--- src/rtl/ram_ctrl_pkg.sv ---
// Shared types and helpers for the sync_ram_ctrl memory controller.
package ram_ctrl_pkg;

    typedef enum logic {ST_CLEAR, ST_RUN} state_e;

    localparam int DEFAULT_DATA_WIDTH = 16;
    localparam int BYTES              = DEFAULT_DATA_WIDTH / 8;
    localparam int MAX_BYTES          = 8;

    // Even parity per byte; callers zero-extend their word and keep the low bits.
    function automatic logic [MAX_BYTES-1:0] byte_parity(input logic [MAX_BYTES*8-1:0] word);
        logic [MAX_BYTES-1:0] p;
        for (int i = 0; i < MAX_BYTES; i++) p[i] = ^word[i*8 +: 8];
        return p;
    endfunction

endpackage

--- src/rtl/sync_ram_ctrl_ram_array.sv ---
// Single-port storage: per-lane write enable, registered read.
module ram_array
    import ram_ctrl_pkg::*;
#(
    parameter int NB         = 2,
    parameter int LANE_W     = 8,
    parameter int DEPTH      = 256,
    parameter int ADDR_WIDTH = 8
) (
    input  logic                   clk,
    input  logic                   we,
    input  logic [NB-1:0]          be,
    input  logic [ADDR_WIDTH-1:0]  addr,
    input  logic [NB*LANE_W-1:0]   wdata,
    output logic [NB*LANE_W-1:0]   rdata
);

    logic [NB*LANE_W-1:0] mem_q [DEPTH];
    logic [NB*LANE_W-1:0] rdata_q;

    always_ff @(posedge clk) begin
        if (we) begin
            for (int i = 0; i < NB; i++)
                if (be[i]) mem_q[addr][i*LANE_W +: LANE_W] <= wdata[i*LANE_W +: LANE_W];
        end
        rdata_q <= mem_q[addr];
    end

    assign rdata = rdata_q;

endmodule

--- src/rtl/sync_ram_ctrl.sv ---
// Valid/ready RAM controller with post-reset clear, byte enables and range check.
// Optional per-byte parity storage and checking when MEM_PARITY_EN is defined.
module sync_ram_ctrl
    import ram_ctrl_pkg::*;
#(
    parameter int                    DATA_WIDTH   = 16,
    parameter int                    DEPTH        = 256,
    parameter int                    ADDR_WIDTH   = 8,
    parameter int                    READ_LATENCY = 1,
    parameter logic [DATA_WIDTH-1:0] CLEAR_VALUE  = '0
) (
    input  logic                    clock,
    input  logic                    reset,
    input  logic                    req_valid,
    output logic                    req_ready,
    input  logic                    req_write,
    input  logic [ADDR_WIDTH-1:0]   req_addr,
    input  logic [DATA_WIDTH-1:0]   req_wdata,
    input  logic [DATA_WIDTH/8-1:0] req_byte_en,
    output logic                    rsp_valid,
    output logic [DATA_WIDTH-1:0]   rsp_rdata,
    output logic                    rsp_err,
    output logic                    wr_err,
    output logic                    clear_busy
`ifdef MEM_PARITY_EN
    ,input  logic                   inj_parity_err
`endif
);

    localparam int NB = DATA_WIDTH / 8;
`ifdef MEM_PARITY_EN
    localparam int LANE_W = 9;
`else
    localparam int LANE_W = 8;
`endif
    localparam logic [ADDR_WIDTH-1:0] LAST    = ADDR_WIDTH'(DEPTH - 1);
    localparam logic [ADDR_WIDTH:0]   DEPTH_L = (ADDR_WIDTH + 1)'(DEPTH);

    state_e                  state_q;
    logic [ADDR_WIDTH-1:0]   cnt_q;
    logic                    req_ready_q, clear_busy_q, wr_err_q;
    logic                    in_range, accept, rd_acc;

    logic                    ram_we;
    logic [NB-1:0]           ram_be;
    logic [ADDR_WIDTH-1:0]   ram_addr;
    logic [NB*LANE_W-1:0]    ram_wdata, ram_rdata, clr_word, wr_word;

    assign in_range = {1'b0, req_addr} < DEPTH_L;
    assign accept   = req_valid & req_ready_q;
    assign rd_acc   = accept & ~req_write;

    always_ff @(posedge clock) begin
        if (reset) begin
            state_q      <= ST_CLEAR;
            cnt_q        <= '0;
            req_ready_q  <= 1'b0;
            clear_busy_q <= 1'b1;
            wr_err_q     <= 1'b0;
        end else begin
            case (state_q)
                ST_CLEAR: begin
                    wr_err_q <= 1'b0;
                    if (cnt_q == LAST) begin
                        state_q      <= ST_RUN;
                        req_ready_q  <= 1'b1;
                        clear_busy_q <= 1'b0;
                    end else begin
                        cnt_q <= cnt_q + 1'b1;
                    end
                end
                default: wr_err_q <= accept & req_write & ~in_range;
            endcase
        end
    end

    // Lane layout: {parity, byte} when parity is enabled, plain byte otherwise.
    always_comb begin
        clr_word = '0;
        wr_word  = '0;
        for (int i = 0; i < NB; i++) begin
            clr_word[i*LANE_W +: 8] = CLEAR_VALUE[i*8 +: 8];
            wr_word[i*LANE_W +: 8]  = req_wdata[i*8 +: 8];
        end
`ifdef MEM_PARITY_EN
        for (int i = 0; i < NB; i++) begin
            clr_word[i*LANE_W + 8] = NB'(byte_parity((MAX_BYTES*8)'(CLEAR_VALUE))) >> i;
            wr_word[i*LANE_W + 8]  = NB'(byte_parity((MAX_BYTES*8)'(req_wdata))) >> i;
        end
        wr_word[8] = wr_word[8] ^ inj_parity_err;
`endif
    end

    always_comb begin
        ram_we    = 1'b0;
        ram_be    = '0;
        ram_addr  = cnt_q;
        ram_wdata = clr_word;
        if (state_q == ST_CLEAR) begin
            ram_we = ~reset;
            ram_be = '1;
        end else begin
            ram_addr  = in_range ? req_addr : '0;
            ram_wdata = wr_word;
            if (accept & req_write & in_range & ~reset) begin
                ram_we = 1'b1;
                ram_be = req_byte_en;
            end
        end
    end

    ram_array #(
        .NB(NB), .LANE_W(LANE_W), .DEPTH(DEPTH), .ADDR_WIDTH(ADDR_WIDTH)
    ) u_ram (
        .clk(clock), .we(ram_we), .be(ram_be), .addr(ram_addr),
        .wdata(ram_wdata), .rdata(ram_rdata)
    );

    logic [READ_LATENCY:1]   vld_pipe_q;
    logic [READ_LATENCY:0]   vld_pipe_d;
    logic                    s1_oor_q, s1_par_err, s1_err;
    logic [DATA_WIDTH-1:0]   s1_data, s1_rdata, out_data;
    logic                    out_err;

    assign vld_pipe_d = {vld_pipe_q, rd_acc};

    always_ff @(posedge clock) begin
        if (reset) vld_pipe_q <= '0;
        else       vld_pipe_q <= vld_pipe_d[READ_LATENCY-1:0];
        s1_oor_q <= ~in_range;
    end

    always_comb begin
        s1_data    = '0;
        s1_par_err = 1'b0;
        for (int i = 0; i < NB; i++) s1_data[i*8 +: 8] = ram_rdata[i*LANE_W +: 8];
`ifdef MEM_PARITY_EN
        for (int i = 0; i < NB; i++)
            if (ram_rdata[i*LANE_W + 8] != (NB'(byte_parity((MAX_BYTES*8)'(s1_data))) >> i)) s1_par_err = 1'b1;
`endif
        s1_err   = s1_oor_q | s1_par_err;
        s1_rdata = s1_oor_q ? '0 : s1_data;
    end

    generate
        if (READ_LATENCY == 2) begin : g_lat2
            logic [DATA_WIDTH-1:0] d2_q;
            logic                  e2_q;
            always_ff @(posedge clock) begin
                d2_q <= s1_rdata;
                e2_q <= s1_err;
            end
            assign out_data = d2_q;
            assign out_err  = e2_q;
        end else begin : g_lat1
            assign out_data = s1_rdata;
            assign out_err  = s1_err;
        end
    endgenerate

    assign req_ready  = req_ready_q;
    assign clear_busy = clear_busy_q;
    assign wr_err     = wr_err_q;
    assign rsp_valid  = vld_pipe_q[READ_LATENCY];
    assign rsp_rdata  = rsp_valid ? out_data : '0;
    assign rsp_err    = rsp_valid & out_err;

endmodule

--- config.mk ---
export PLATFORM = sky130hd
export DESIGN_NAME = sync_ram_ctrl
export DESIGN_NICKNAME = d
export VERILOG_FILES = /design/src/rtl/ram_ctrl_pkg.sv /design/src/rtl/sync_ram_ctrl_ram_array.sv /design/src/rtl/sync_ram_ctrl.sv
export SDC_FILE = /design/constraint.sdc
export NUM_CORES = 2
export LEC_CHECK = 0
export CAP_MARGIN = 20
export CORE_ASPECT_RATIO = 1.4
export CORE_MARGIN = 1.5
export CORE_UTILIZATION = 60
export CTS_CLUSTER_SIZE = 30
export DETAILED_ROUTE_END_ITERATION = 8
export PLACE_DENSITY = 0.76
export SYNTH_ARGS = -nofsm -noshare
export SYNTH_HDL_FRONTEND = slang
export SYNTH_SLANG_ARGS = --single-unit
--- constraint.sdc ---
create_clock -name clock -period 6.8 [get_ports clock]
set_input_delay 1.36 -clock clock [delete_from_list [all_inputs] [get_ports clock]]
set_output_delay 1.36 -clock clock [all_outputs]
set_load 0.02 [all_outputs]
Word level (Yosys, flattened, before mapping)
Memory sizes are Yosys's and may differ from the RTL's. A register that Yosys moved wholly into a read port is not among the register bits.
Index checks and enable logic that the tools add are counted.
- multiplexer cells: 15
- eq/ne operators: 1
- $add $sub $neg: 1
- reduce and logical (&&, ||, !) cells: 2
- bitwise operators: 8
- operators with widths (cell ; number):
    16-bit 2-to-1 mux ; 2
    1-bit 2-to-1 mux ; 10
    8-bit by 1-bit adder with 8-bit output (second input constant) ; 1
    8-bit equality test (second input constant) ; 1
    8-bit 2-to-1 mux ; 1
    1-bit bitwise AND ; 4
    2-bit 2-to-1 mux ; 2
    1-bit NOT ; 4
    2-bit AND reduction ; 2
- word-level logic and storage cells: 33
- bits in writable memories: 4096
- flip-flop bits (word level): 12
- input port bits: 30
- memories kept: 1
- memories (memory ; depth ; width ; read ports ; clocked after memory_dff ; write ports ; line ; source):
    u_ram.mem_q ; 256 ; 16 ; 1 ; 1 ; 1 ; sync_ram_ctrl_ram_array.sv:18 ; logic [NB*LANE_W-1:0] mem_q [DEPTH];

Longest topological paths before layout
- depth after elaboration: 8
- mapped depth: 11

Modules after synthesis
Synthesis repeated with hierarchy kept, for this count alone.
- cell total of the unflattened synthesis: 7147
- area, all modules: 157649.9 um2
- modules (own cells, without submodules) (module ; times used ; area each (um2) ; cells each):
    ram_array ; 1 ; 156694.0 ; 7036
    sync_ram_ctrl ; 1 ; 955.9 ; 111

Least setup slack after synthesis
Ideal clock, no wire load.
- path kind: input-to-reg
- start: in req_wdata[0]
- end: mem u_ram.mem_q[0][0] (netlist bit) (data pin)
- required time: 5.933 ns
- library setup time: 0.867 ns
- arrival time: 4.587 ns
- cell stages on the path: 1
- setup slack: 1.346 ns
- path through: and2_1
- longest elaborated chain between the ends: 1
- RTL lines (what ; line ; source):
    start: declaration ; sync_ram_ctrl.sv:18 ; input logic [DATA_WIDTH-1:0] req_wdata,
    16-bit 2-to-1 mux ; sync_ram_ctrl.sv:99 ; if (state_q == ST_CLEAR) begin
    end: declaration ; sync_ram_ctrl_ram_array.sv:18 ;
Every way passes these cells.

Final worst setup path
- start: reg state_q
- end: reg u_ram.rdata_q[4], in the netlist u_ram.rdata[4], read port of u_ram.mem_q
- longest elaborated chain between the ends: 1
- RTL lines (what ; line ; source):
    start: declaration ; sync_ram_ctrl.sv:39 ; state_e state_q;
    start signal: assignment ; sync_ram_ctrl.sv:55 ; state_q <= ST_CLEAR;
    start signal: assignment ; sync_ram_ctrl.sv:65 ; state_q <= ST_RUN;
    8-bit 2-to-1 mux ; sync_ram_ctrl.sv:99 ;
    end: declaration ; sync_ram_ctrl_ram_array.sv:19 ; logic [NB*LANE_W-1:0] rdata_q;
Every way passes these cells.
A chain may end at the register's enable or synchronous reset.

==> impl_metrics.py <==
metrics = {
    "worst_setup_path": {
        "endpoint": "u_ram.rdata[4]",
        "crit_type": "reg2reg",
        "worstPathMaxFanout": 63,
        "startpoint_type": "flip-flop",
        "cp_slowest_cell": "mux2_8",
        "cp.depth": 9,
        "worstPathBufferInverterCount": 3,
        "crit_arrival_ns": 5.98,
        "reg2reg_to": "u_ram.rdata[4]",
        "r2r_start": "state_q",
        "timing.critical_path.mode_cell": "buf_4",
        "slowest_delay_ns": 0.97,
        "critPathLaunch": "state_q",
        "worstRegToRegCells": 9,
        "cp-end-kind": "flip-flop",
        "crit_required_ns": 7.54,
        "reg2reg_slack_ns": 1.56,
        "path_cells": "mux2_8, buf_12, buf_4, buf_4, mux4_2, nand2_1, a41oi_1, nor4_1, o2111ai_1",
        "critPathTopFamily": "multiplexers",
    },
    "floorplanning": {
        "die_x_um": 437,
        "row_count": 223,
        "initial_utilization_pct": 60.3,
        "io_pins": 51,
        "die_h_um": 611,
        "core-area_um2": 263000,
        "dieArea_um2": 267000,
    },
    "synth": {
        "ys.warnings.count": 0,
        "ys.flop_type": "edfxtp_1",
        "synth_edf_count": 4096,
        "synthTopCellsByArea": "edfxtp_1 78%, mux4_2 15%, nand2_1 2.5%",
        "synth.avg_cell_area_um2": 20.7,
        "syn_area_um2": 159000,
        "seq_area_frac_synth_pct": 77.9,
        "syn_inst": 7664,
        "synth.distinct_cells": 41,
        "synth_top_cell_area_share_pct": 77.6,
        "synth_top_area_cell": "edfxtp_1",
        "async_flop_share_pct": 0,
        "ys_seq_elements": 4124,
    },
    "detailed_routing": {
        "met2_length_mm": 196,
        "drt-wirelength-per-cell_um": 33.7,
        "drt_wl_total_mm": 391,
        "final_antenna_net_count": 0,
        "dr.pass1.iters": 6,
        "avgViaCountPerCell": 6.87,
        "vias": 79794,
        "top_layer_used": "met5",
        "m1WireLength_mm": 133,
        "met3_length_mm": 38.6,
        "drtIter0Drc": 10976,
        "drcViolationCount": 0,
    },
    "clock_network": {
        "cts_hold_buffers": 0,
        "clock_sinks": 4124,
        "cts_buffers": 369,
        "cts.repair.resized": 0,
        "cts_root_buffer": "clkbuf_16",
        "path_clk_slew_ns": 0.07,
        "clockBufferDepth": 4,
        "cts_tree": "built",
        "post-cts-setup-buffers": 0,
        "insertion_delay_ns": 0.92,
        "htreeDepth": 5,
    },
    "power_and_ir_drop": {
        "power_leakage_nw": 55.5,
        "peakVddDrop_mv": 0.244,
        "power.density_nw_per_um2": 286,
        "p_total_mw": 50.2,
    },
    "final_layout": {
        "synthToLayoutAreaGrowth_pct": 10.6,
        "final_area_um2": 175000,
        "drive_above_1_share_pct": 22.4,
        "nets": 7859,
        "fill_cells": 15745,
    },
    "placement": {
        "portBuffers": 48,
        "place_congestion": 0.868,
        "dpl_cell_area_um2": 164000,
        "dp_hpwl_mm": 225,
    },
    "timing": {
        "fmax_mhz": 191,
        "clock_skew_ns": 0.0334,
        "tightestPinTransition_ns": 1.57,
        "rsz0062_at_grt": "false",
        "slew_headroom_pct": -4.67,
        "min_period_ns": 5.24,
        "finalSetupTns_ns": 0,
        "slew_viol_final": 56,
        "finalSetupViolations": 0,
        "finalHoldViolCount": 0,
        "fin_crit_sh_pct": 77.1,
    },
    "global_route": {
        "antenna_found_initial": 23,
        "grt_pass1_wl_mm": 568,
        "overflow": 0,
        "grt_max_degree": 256,
        "grt_use_total_pct": 29.5,
        "grt_pass1_vias": 81166,
    },
    "outcome": {
        "failed_checks": "max-slew violations",
        "status": "finished with violations",
    },
    "min_path": {
        "hold_class": "reg2reg",
    },
    "run": {
        "maxCapViolCount": 0,
    },
}
-- kinds of logic after synthesis --
family / share of synthesized area, %
adder cells (fa/ha/maj): 0.00789
AO/OA/AOI/OAI: 1.86
other: 0.00237
flip-flops: 77.9
multiplexers: 14.6
XOR/XNOR: 0.0331
AND/OR/NAND/NOR: 4.15
buffers and inverters: 1.42
-- per-layer routing --
layer,up-vias,global-route usage [%]
met5,-,0
met4,20,15.6
met3,1095,5.72
met2,5310,48.1
met1,41723,38.1
li1,31646,-
-- through the flow --
stage	util (%)	std cells	setup WS, ns	hold slack, ns
after global routing	66.6	11610	1.44	0.598
after floorplan	-	7665	1.35	0.516
after CTS	66.6	11602	1.52	0.551
final	66.6	11618	1.56	0.552
after global placement	62.2	10934	0.551	0.478
after detailed placement	62.2	10937	0.669	0.504
-- how the worst min path moves through the flow --
stage	cells after the start	end	start	slack [ns]
finish	2	rsp_valid	req_ready	0.55
global route	2	rsp_valid	req_ready	0.60
CTS	2	rsp_valid	req_ready	0.55
detailed placement	2	rsp_valid	req_ready	0.50
global placement	2	rsp_valid	req_ready	0.48
floorplan	2	cnt_q[1]	cnt_q[1]	0.52
-- synth_stat cells (5+ instances only) --
| master | instances |
|---|---|
| o32ai_1 | 6 |
| and2_1 | 32 |
| nand3_1 | 32 |
| nor2_1 | 529 |
| nand2_1 | 1065 |
| nor4_1 | 16 |
| dfxtp_1 | 28 |
| o41ai_1 | 48 |
| buf_2 | 163 |
| mux4_2 | 1024 |
| buf_6 | 20 |
| buf_1 | 12 |
| buf_4 | 41 |
| a21oi_1 | 6 |
| a41oi_1 | 256 |
| clkbuf_1 | 225 |
| edfxtp_1 | 4096 |
| o2111ai_1 | 16 |
| inv_1 | 5 |
-- registers in the layout, summed over array words and instances (netlist names) --
name,cells
u_ram.mem_q,4096
u_ram.rdata,16
cnt_q,8
clear_busy,1
req_ready,1
rsp_valid,1
state_q,1
-- worst register-to-register path, stage by stage, from the launching register on --
cell and delay [ns]:
dfxtp_2 0.93, mux2_8 0.99, buf_12 0.42, buf_4 0.38, buf_4 0.33, mux4_2 0.56
nand2_1 0.10, a41oi_1 0.25, nor4_1 0.91, o2111ai_1 0.19
-- cell usage in the layout, fill, tap and decap left out, types with 52 or more instances in the layout --
master,n
nand2_1,1049
buf_12,52
clkbuf_1,63
clkinv_2,63
clkinv_1,84
edfxtp_1,4096
clkbuf_16,371
nor2_1,529
a41oi_1,256
mux4_2,1024
buf_4,145
-- area by class of cell --
type                       instances  area (um2)  share of cell area, %
inverter                           5        18.8                 0.0107
multi-input combinational       3075       33100                   18.9
sequential                      4124      124000                   70.5
clock buffer                     441        9620                   5.48
antenna                            9        22.5                 0.0128
tap                             3487        4360                   2.49
clock inverter                   224        1920                   1.09
timing repair buffer             253        2750                   1.57
-- where the power goes --
part / internal (mW) / total, mW / switching (mW)
registers: 27.5 / 27.6 / 0.0293
logic: 1.05 / 2.34 / 1.29
clock network: 11.1 / 20.3 / 9.18
total: 39.7 / 50.2 / 10.5
(Power assumes the default switching activity.)
